$ cat src/rtl/fir_coef_pkg.sv
// rtl/fir_coef_pkg.sv - shared types for the FIR coefficient configuration controller
package fir_coef_pkg;

  localparam int PKG_COEF_WIDTH = 16;

  typedef enum logic [1:0] {
    ST_IDLE      = 2'd0,
    ST_LOAD      = 2'd1,
    ST_WAIT_SWAP = 2'd2
  } state_t;

  typedef logic [PKG_COEF_WIDTH-1:0] coef_t;

endpackage

$ cat src/rtl/fir_coef_ctrl_if.sv
// rtl/fir_coef_ctrl_if.sv - coefficient stream, sample strobe and active-bank bundle
// Readback signals exist only when FIR_COEF_READBACK_EN is defined.
interface fir_coef_ctrl_if #(
  parameter int FIR_LENGTH = 51,
  parameter int COEF_WIDTH = 16
);
  localparam int ADDR_WIDTH = (FIR_LENGTH > 1) ? $clog2(FIR_LENGTH) : 1;

  logic                             i_load_start;
  logic                             i_coef_valid;
  logic [COEF_WIDTH-1:0]            i_coef_data;
  logic                             o_coef_ready;
  logic                             i_sample_valid;
  logic [FIR_LENGTH*COEF_WIDTH-1:0] o_coefs;
  logic                             o_busy;
  logic                             o_swap_done;
  logic                             o_err;
`ifdef FIR_COEF_READBACK_EN
  logic [ADDR_WIDTH-1:0]            i_rd_addr;
  logic [COEF_WIDTH-1:0]            o_rd_data;
`endif

  modport master (
    output i_load_start, i_coef_valid, i_coef_data, i_sample_valid,
    input  o_coef_ready, o_coefs, o_busy, o_swap_done, o_err
`ifdef FIR_COEF_READBACK_EN
    , output i_rd_addr
    , input  o_rd_data
`endif
  );

  modport slave (
    input  i_load_start, i_coef_valid, i_coef_data, i_sample_valid,
    output o_coef_ready, o_coefs, o_busy, o_swap_done, o_err
`ifdef FIR_COEF_READBACK_EN
    , input  i_rd_addr
    , output o_rd_data
`endif
  );

endinterface

$ cat src/rtl/fir_coef_bank.sv
// rtl/fir_coef_bank.sv - one coefficient bank: single write port, flattened read-all output
module fir_coef_bank #(
  parameter int FIR_LENGTH = 51,
  parameter int COEF_WIDTH = 16,
  parameter int ADDR_WIDTH = (FIR_LENGTH > 1) ? $clog2(FIR_LENGTH) : 1
) (
  input  logic                             i_clk,
  input  logic                             i_rst,
  input  logic                             i_we,
  input  logic [ADDR_WIDTH-1:0]            i_addr,
  input  logic [COEF_WIDTH-1:0]            i_data,
  output logic [FIR_LENGTH*COEF_WIDTH-1:0] o_coefs
);

  for (genvar i = 0; i < FIR_LENGTH; i++) begin : g_tap
    logic [COEF_WIDTH-1:0] word_q;

    always_ff @(posedge i_clk or posedge i_rst) begin
      if (i_rst) begin
        word_q <= '0;
      end else if (i_we && (i_addr == ADDR_WIDTH'(i))) begin
        word_q <= i_data;
      end
    end

    assign o_coefs[i*COEF_WIDTH +: COEF_WIDTH] = word_q;
  end

endmodule

$ cat src/rtl/fir_coef_ctrl.sv
// rtl/fir_coef_ctrl.sv - double-buffered FIR coefficient loader with sample-aligned bank swap
// Optional shadow readback port built when FIR_COEF_READBACK_EN is defined.
module fir_coef_ctrl
  import fir_coef_pkg::*;
#(
  parameter int FIR_LENGTH = 51,
  parameter int COEF_WIDTH = 16
) (
  input  logic           i_clk,
  input  logic           i_rst,
  fir_coef_ctrl_if.slave bus
);

  localparam int ADDR_WIDTH = (FIR_LENGTH > 1) ? $clog2(FIR_LENGTH) : 1;
  localparam logic [ADDR_WIDTH-1:0] LAST_IDX = ADDR_WIDTH'(FIR_LENGTH - 1);

  state_t                           state_q, state_d;
  logic [ADDR_WIDTH-1:0]            idx_q, idx_d;
  logic                             bank_sel_q;
  logic                             swap_done_q;
  logic                             err_q;
  logic                             do_swap;
  logic                             do_err;
  logic                             wr_en;
  logic [FIR_LENGTH*COEF_WIDTH-1:0] bank0_coefs;
  logic [FIR_LENGTH*COEF_WIDTH-1:0] bank1_coefs;

  // A start in LOAD restarts the session, so the word presented with it is dropped.
  assign wr_en = (state_q == ST_LOAD) && bus.i_coef_valid && !bus.i_load_start;

  always_comb begin
    state_d = state_q;
    idx_d   = idx_q;
    do_swap = 1'b0;
    do_err  = 1'b0;
    case (state_q)
      ST_IDLE: begin
        if (bus.i_load_start) begin
          state_d = ST_LOAD;
          idx_d   = '0;
        end
      end
      ST_LOAD: begin
        if (bus.i_load_start) begin
          idx_d  = '0;
          do_err = 1'b1;
        end else if (bus.i_coef_valid) begin
          if (idx_q == LAST_IDX) begin
            state_d = ST_WAIT_SWAP;
            idx_d   = '0;
          end else begin
            idx_d = idx_q + 1'b1;
          end
        end
      end
      ST_WAIT_SWAP: begin
        if (bus.i_sample_valid) begin
          state_d = ST_IDLE;
          do_swap = 1'b1;
          do_err  = bus.i_load_start;
        end else if (bus.i_load_start) begin
          state_d = ST_LOAD;
          idx_d   = '0;
          do_err  = 1'b1;
        end
      end
      default: begin
        state_d = ST_IDLE;
        idx_d   = '0;
      end
    endcase
  end

  always_ff @(posedge i_clk or posedge i_rst) begin
    if (i_rst) begin
      state_q     <= ST_IDLE;
      idx_q       <= '0;
      bank_sel_q  <= 1'b0;
      swap_done_q <= 1'b0;
      err_q       <= 1'b0;
    end else begin
      state_q     <= state_d;
      idx_q       <= idx_d;
      bank_sel_q  <= bank_sel_q ^ do_swap;
      swap_done_q <= do_swap;
      err_q       <= do_err;
    end
  end

  // Writes always land in the bank that is not currently driving the multipliers.
  fir_coef_bank #(
    .FIR_LENGTH (FIR_LENGTH),
    .COEF_WIDTH (COEF_WIDTH),
    .ADDR_WIDTH (ADDR_WIDTH)
  ) u_bank0 (
    .i_clk   (i_clk),
    .i_rst   (i_rst),
    .i_we    (wr_en && bank_sel_q),
    .i_addr  (idx_q),
    .i_data  (bus.i_coef_data),
    .o_coefs (bank0_coefs)
  );

  fir_coef_bank #(
    .FIR_LENGTH (FIR_LENGTH),
    .COEF_WIDTH (COEF_WIDTH),
    .ADDR_WIDTH (ADDR_WIDTH)
  ) u_bank1 (
    .i_clk   (i_clk),
    .i_rst   (i_rst),
    .i_we    (wr_en && !bank_sel_q),
    .i_addr  (idx_q),
    .i_data  (bus.i_coef_data),
    .o_coefs (bank1_coefs)
  );

  assign bus.o_coefs      = bank_sel_q ? bank1_coefs : bank0_coefs;
  assign bus.o_coef_ready = (state_q == ST_LOAD);
  assign bus.o_busy       = (state_q != ST_IDLE);
  assign bus.o_swap_done  = swap_done_q;
  assign bus.o_err        = err_q;

`ifdef FIR_COEF_READBACK_EN
  logic [FIR_LENGTH*COEF_WIDTH-1:0] shadow_coefs;
  logic [COEF_WIDTH-1:0]            rd_word;
  logic [COEF_WIDTH-1:0]            rd_data_q;

  assign shadow_coefs = bank_sel_q ? bank0_coefs : bank1_coefs;

  // Unmatched (out-of-range) addresses fall through to zero.
  always_comb begin
    rd_word = '0;
    for (int i = 0; i < FIR_LENGTH; i++) begin
      if (bus.i_rd_addr == ADDR_WIDTH'(i)) begin
        rd_word = shadow_coefs[i*COEF_WIDTH +: COEF_WIDTH];
      end
    end
  end

  always_ff @(posedge i_clk or posedge i_rst) begin
    if (i_rst) begin
      rd_data_q <= '0;
    end else begin
      rd_data_q <= rd_word;
    end
  end

  assign bus.o_rd_data = rd_data_q;
`endif

endmodule

$ cat src/flat_wrapper.sv
// flat-port wrapper written by rule: the top's interface ports become plain ports
module fir_coef_ctrl_flat import fir_coef_pkg::*;
#(
  parameter int FIR_LENGTH = 51,
  parameter int COEF_WIDTH = 16
)
  (i_clk, i_rst, bus_i_load_start, bus_i_coef_valid, bus_i_coef_data, bus_i_sample_valid, bus_o_coef_ready, bus_o_coefs, bus_o_busy, bus_o_swap_done, bus_o_err);
  fir_coef_ctrl_if #(.FIR_LENGTH(FIR_LENGTH), .COEF_WIDTH(COEF_WIDTH)) bus_i ();
  input  logic i_clk;
  input  logic i_rst;
  input wire logic [$bits(bus_i.i_load_start)-1:0] bus_i_load_start;
  input wire logic [$bits(bus_i.i_coef_valid)-1:0] bus_i_coef_valid;
  input wire logic [$bits(bus_i.i_coef_data)-1:0] bus_i_coef_data;
  input wire logic [$bits(bus_i.i_sample_valid)-1:0] bus_i_sample_valid;
  output wire logic [$bits(bus_i.o_coef_ready)-1:0] bus_o_coef_ready;
  output wire logic [$bits(bus_i.o_coefs)-1:0] bus_o_coefs;
  output wire logic [$bits(bus_i.o_busy)-1:0] bus_o_busy;
  output wire logic [$bits(bus_i.o_swap_done)-1:0] bus_o_swap_done;
  output wire logic [$bits(bus_i.o_err)-1:0] bus_o_err;
  assign bus_i.i_load_start = bus_i_load_start;
  assign bus_i.i_coef_valid = bus_i_coef_valid;
  assign bus_i.i_coef_data = bus_i_coef_data;
  assign bus_i.i_sample_valid = bus_i_sample_valid;
  assign bus_o_coef_ready = bus_i.o_coef_ready;
  assign bus_o_coefs = bus_i.o_coefs;
  assign bus_o_busy = bus_i.o_busy;
  assign bus_o_swap_done = bus_i.o_swap_done;
  assign bus_o_err = bus_i.o_err;
  fir_coef_ctrl #(.FIR_LENGTH(FIR_LENGTH), .COEF_WIDTH(COEF_WIDTH)) u_core (.i_clk(i_clk), .i_rst(i_rst), .bus(bus_i));
endmodule
$ cat config.mk
export PLATFORM = sky130hd
export DESIGN_NAME = fir_coef_ctrl_flat
export DESIGN_NICKNAME = d
export VERILOG_FILES = /design/src/rtl/fir_coef_pkg.sv /design/src/rtl/fir_coef_ctrl_if.sv /design/src/rtl/fir_coef_bank.sv /design/src/rtl/fir_coef_ctrl.sv /design/src/flat_wrapper.sv
export SDC_FILE = /design/constraint.sdc
export NUM_CORES = 2
export LEC_CHECK = 0
export BUFFER_PORTS_ARGS = -buffer_cell sky130_fd_sc_hd__buf_2
export CAP_MARGIN = 10
export CELL_PAD_IN_SITES_DETAIL_PLACEMENT = 1
export CELL_PAD_IN_SITES_GLOBAL_PLACEMENT = 1
export CORE_ASPECT_RATIO = 0.8
export CORE_MARGIN = 1.5
export CORE_UTILIZATION = 45
export CTS_CLUSTER_DIAMETER = 60
export DETAILED_ROUTE_END_ITERATION = 8
export GPL_ROUTABILITY_DRIVEN = 1
export GPL_TIMING_DRIVEN = 0
export PLACE_DENSITY = 0.78
export SETUP_SLACK_MARGIN = 0.5
export SLEW_MARGIN = 0
export SYNTH_ARGS = -nofsm -noshare
export SYNTH_HDL_FRONTEND = slang
export SYNTH_SLANG_ARGS = --single-unit
$ cat constraint.sdc
create_clock -name i_clk -period 66.4 [get_ports i_clk]
set_input_delay 13.28 -clock i_clk [delete_from_list [all_inputs] [get_ports i_clk]]
set_output_delay 13.28 -clock i_clk [all_outputs]
set_load 0.02 [all_outputs]
==> results.txt <==
* Result of the run: complete, but fails checks
* Violated checks: design-rule violations
- The first global-routing pass estimated 388000 µm of wire.
- Mapped Nets: 4736
- Final count of hold timing violations: 0
- Share of final-layout standard cells stronger than drive strength 1: 64.1%
- Data arrives at the worst endpoint at 3980 ps.
- Average detailed-routed wire length per instance: 34.7 µm
- Overall Global Routing Usage: 33.7%
- Chip Height: 362 µm
- Summed over all layers, the global routing overflow is 0.
- Number of global-route vias before repair: 49700
* Final Cycle Share: 26.0%
- Instance area after placement: 0.0800 mm²
- STA classifies the critical path startpoint as a flop.
* Final slew viol count: 0
- Starting utilization of the core area: 45.4%
- Unrepaired setup endpoints after global routing: no
* Syn Inst Count: 4707
- Number of nets with antenna violations after routing: 0
- VDD sags by at most 0.0269 mV.
- The min-delay analysis places its worst path in the category reg2reg.
- The finished cells cover 0.0861 mm².
- The number of different library cells used by synthesis comes to 48.
- Detailed placement ended at an HPWL of 201000 µm.
- In the routed design, unresolved DRC markers number 9.
- Maximum number of pins on one net before global-route repair: 132
- STA classifies the critical path endpoint as a primary output.
- Minimum clock period: 17260 ps
- Among all flip-flop cells after synthesis, the most frequent one is dfrtp_1.
* Maximum clock frequency: 57.9 MHz
- TritonCTS built the clock tree.
- For this run, the number of Yosys warnings is 0.
* Sequential element share of the synthesized area: 56.7%
* Clock sink count: 1643
- At the end of routability-driven placement, the weighted congestion stood at 0.884.
- Hold buffers post-CTS: 0
- Most common library cell in the layout ignoring fill and taps: mux2_2
* TritonCTS buffer count: 174
- Register-to-register setup slack: 63000 ps
* Destination of the critical timing path: bus_o_coefs[330]
- In this run the static leakage power is 47.1 nW.
* Clk_skew: 50.6 ps
- Counting cells, the worst reg-to-reg path comes to 9.
- Once the clock tree was built, the resizer swapped 0 gates to a different size.
- RR Startpoint: u_core.idx_q[0]
* Synthesis-to-finish area growth: 18.8%
- Power after layout: 2.35 mW
- Detail-routed via count per cell: 5.78
- After synthesis the netlist holds a flip-flop and latch count of 1643.
* Commonest cells after routing, fill and taps aside: mux2_2, dfrtp_1, buf_2
- Adding up every negative setup slack in the final design gives 0 ps.
* Routed Wire Length: 278000 µm
- Data on the critical path is required at its endpoint by 53120 ps.
- In the synthesized netlist the async set-or-reset flop fraction comes to 100%.
- Count of nets after finishing: 5776
- After synthesis the cells add up to 0.0725 mm².
- IO Pins: 841
- Clock-pin slew on the worst setup and hold paths: 60 ps
- In this run the worst path has a maximum fanout of 10.
* Antenna violations before repair: 27
* Root buffer cell: clkbuf_16
- Count of endpoints failing setup in the final report: 0
* Starting DRC count in detailed routing: 3565
* Width of the die: 452 µm
- After clock tree synthesis, the setup repair step added 0 buffers.
- Crit. Startpoint: u_core.bank_sel_q
- For this design the ratio of total power to cell area is 27.3 mW/mm².
* Std-Cell Core Area: 0.160 mm²
* Worst slew margin: 6.22%
- The final route contains 46400 vias.
- R2r endpoint: u_core.u_bank1.g_tap[6].word_q[9]
- Die Area: 0.164 mm²
* Max-cap violations: 0
* Later-pin clock latency in the skew report: 820 ps
* Clock H-tree levels: 4
- For the pin with the worst max-slew slack, the measured transition is 1410 ps.
- Yosys mapped a number of flops with a built-in enable equal to 0.
* Final-layout worst hold slack: 488 ps
- Number of search-and-repair iterations in the first detailed-routing pass: 9
* Clock tree buffer depth: 3
* Mean instance size in the synthesized netlist: 15.4 µm²
* WS Path Type: reg2out
- Hold Startpoint: u_core.u_bank0.g_tap[26].word_q[4]
* Number of standard-cell rows in the floorplan: 131
- Port bufs: 824
worst max-delay path, stage by stage (launching register included):
cell and delay, ps:
dfrtp_1 430, buf_2 480, clkbuf_1 330, clkbuf_1 820, buf_2 500, mux2_2 430, buf_2 180
metrics by stage:
step | std cells | worst slack (ps) | utilization [%]
floorplan | 4707 | 6750 | -
global placement | 7659 | -10290 | 49.7
detailed placement | 7691 | 49960 | 50.1
CTS | 8007 | 49120 | 53.8
global route | 8016 | 49090 | 53.9
finish | 8027 | 49140 | 54.0
state kept, by name, summed over array words and instances, names as in the netlist:
register and cells:
u_core.u_bank0.g_tap.word_q 816, u_core.bank_sel_q 1, u_core.bus.o_swap_done 1, u_core.bus.o_err 1, u_core.state_q 2, u_core.idx_q 6
u_core.u_bank1.g_tap.word_q 816
cell usage after synthesis, types with 5 or more instances:
library cell	count	area share, %
mux2_2	2293	36
dfrtp_1	1643	57
clkbuf_1	261	1.4
mux2_4	100	2.1
buf_2	90	0.62
mux2_1	55	0.85
nand2_1	44	0.23
buf_6	26	0.40
nand2_2	20	0.17
nand2_4	20	0.31
buf_4	17	0.18
nor2_2	12	0.10
inv_1	11	0.057
nor2_1	10	0.052
nor2_4	10	0.16
nor2_8	10	0.28
buf_1	8	0.041
ha_1	8	0.14
nand2b_1	8	0.069
o21ai_0	7	0.048
and2_0	6	0.052
nor2b_1	6	0.052
a21oi_1	5	0.035
and2_1	5	0.043
cells by family after synthesis:
group	after synthesis	synth area share, %
XOR/XNOR	1	0.0121
multiplexers	2448	38.5
AND/OR/NAND/NOR	175	1.80
adder cells (fa/ha/maj)	8	0.138
AO/OA/AOI/OAI	18	0.150
flip-flops	1643	56.7
buffers and inverters	414	2.67
report_power, final:
| part | leakage [nW] | internal (mW) | switching [mW] | total, mW |
|---|---|---|---|---|
| logic | 21.3 | 0.0909 | 0.202 | 0.293 |
| registers | 22.9 | 1.03 | 0.0157 | 1.05 |
| clock network | 2.91 | 0.576 | 0.437 | 1.01 |
worst min-delay path by stage:
stage                                               endpoint  slack [ps]  depth (start not counted)
after floorplan           u_core.u_bank0.g_tap[23].word_q[3]         450                          1
after global placement    u_core.u_bank0.g_tap[23].word_q[7]         460                          1
after global routing      u_core.u_bank0.g_tap[23].word_q[7]         510                          1
after CTS                 u_core.u_bank0.g_tap[23].word_q[3]         490                          1
after detailed placement  u_core.u_bank0.g_tap[23].word_q[3]         480                          1
final                     u_core.u_bank0.g_tap[26].word_q[4]         490                          1
final cells by class:
cell class	instances	area, µm²
clock buffer	263	5230
tap	2128	2660
multi-input combinational	2650	29500
fill	15500	73500
clock inverter	53	688
antenna	12	30.0
buffer	403	1920
sequential	1643	41100
inverter	11	48.8
timing repair buffer	864	4970
layer usage:
layer  GRT usage, %  share of wire [%]  up-vias  wire (µm)
li1               -                  -    18800          -
met1           43.9                 41    25400     114000
met2           52.7                 47     1663     130000
met3           5.55                5.4      574      14900
met4           21.0                7.0        8      19500
met5              0              0.020        -         57
Note: power is estimated with default switching activity, not from simulation.
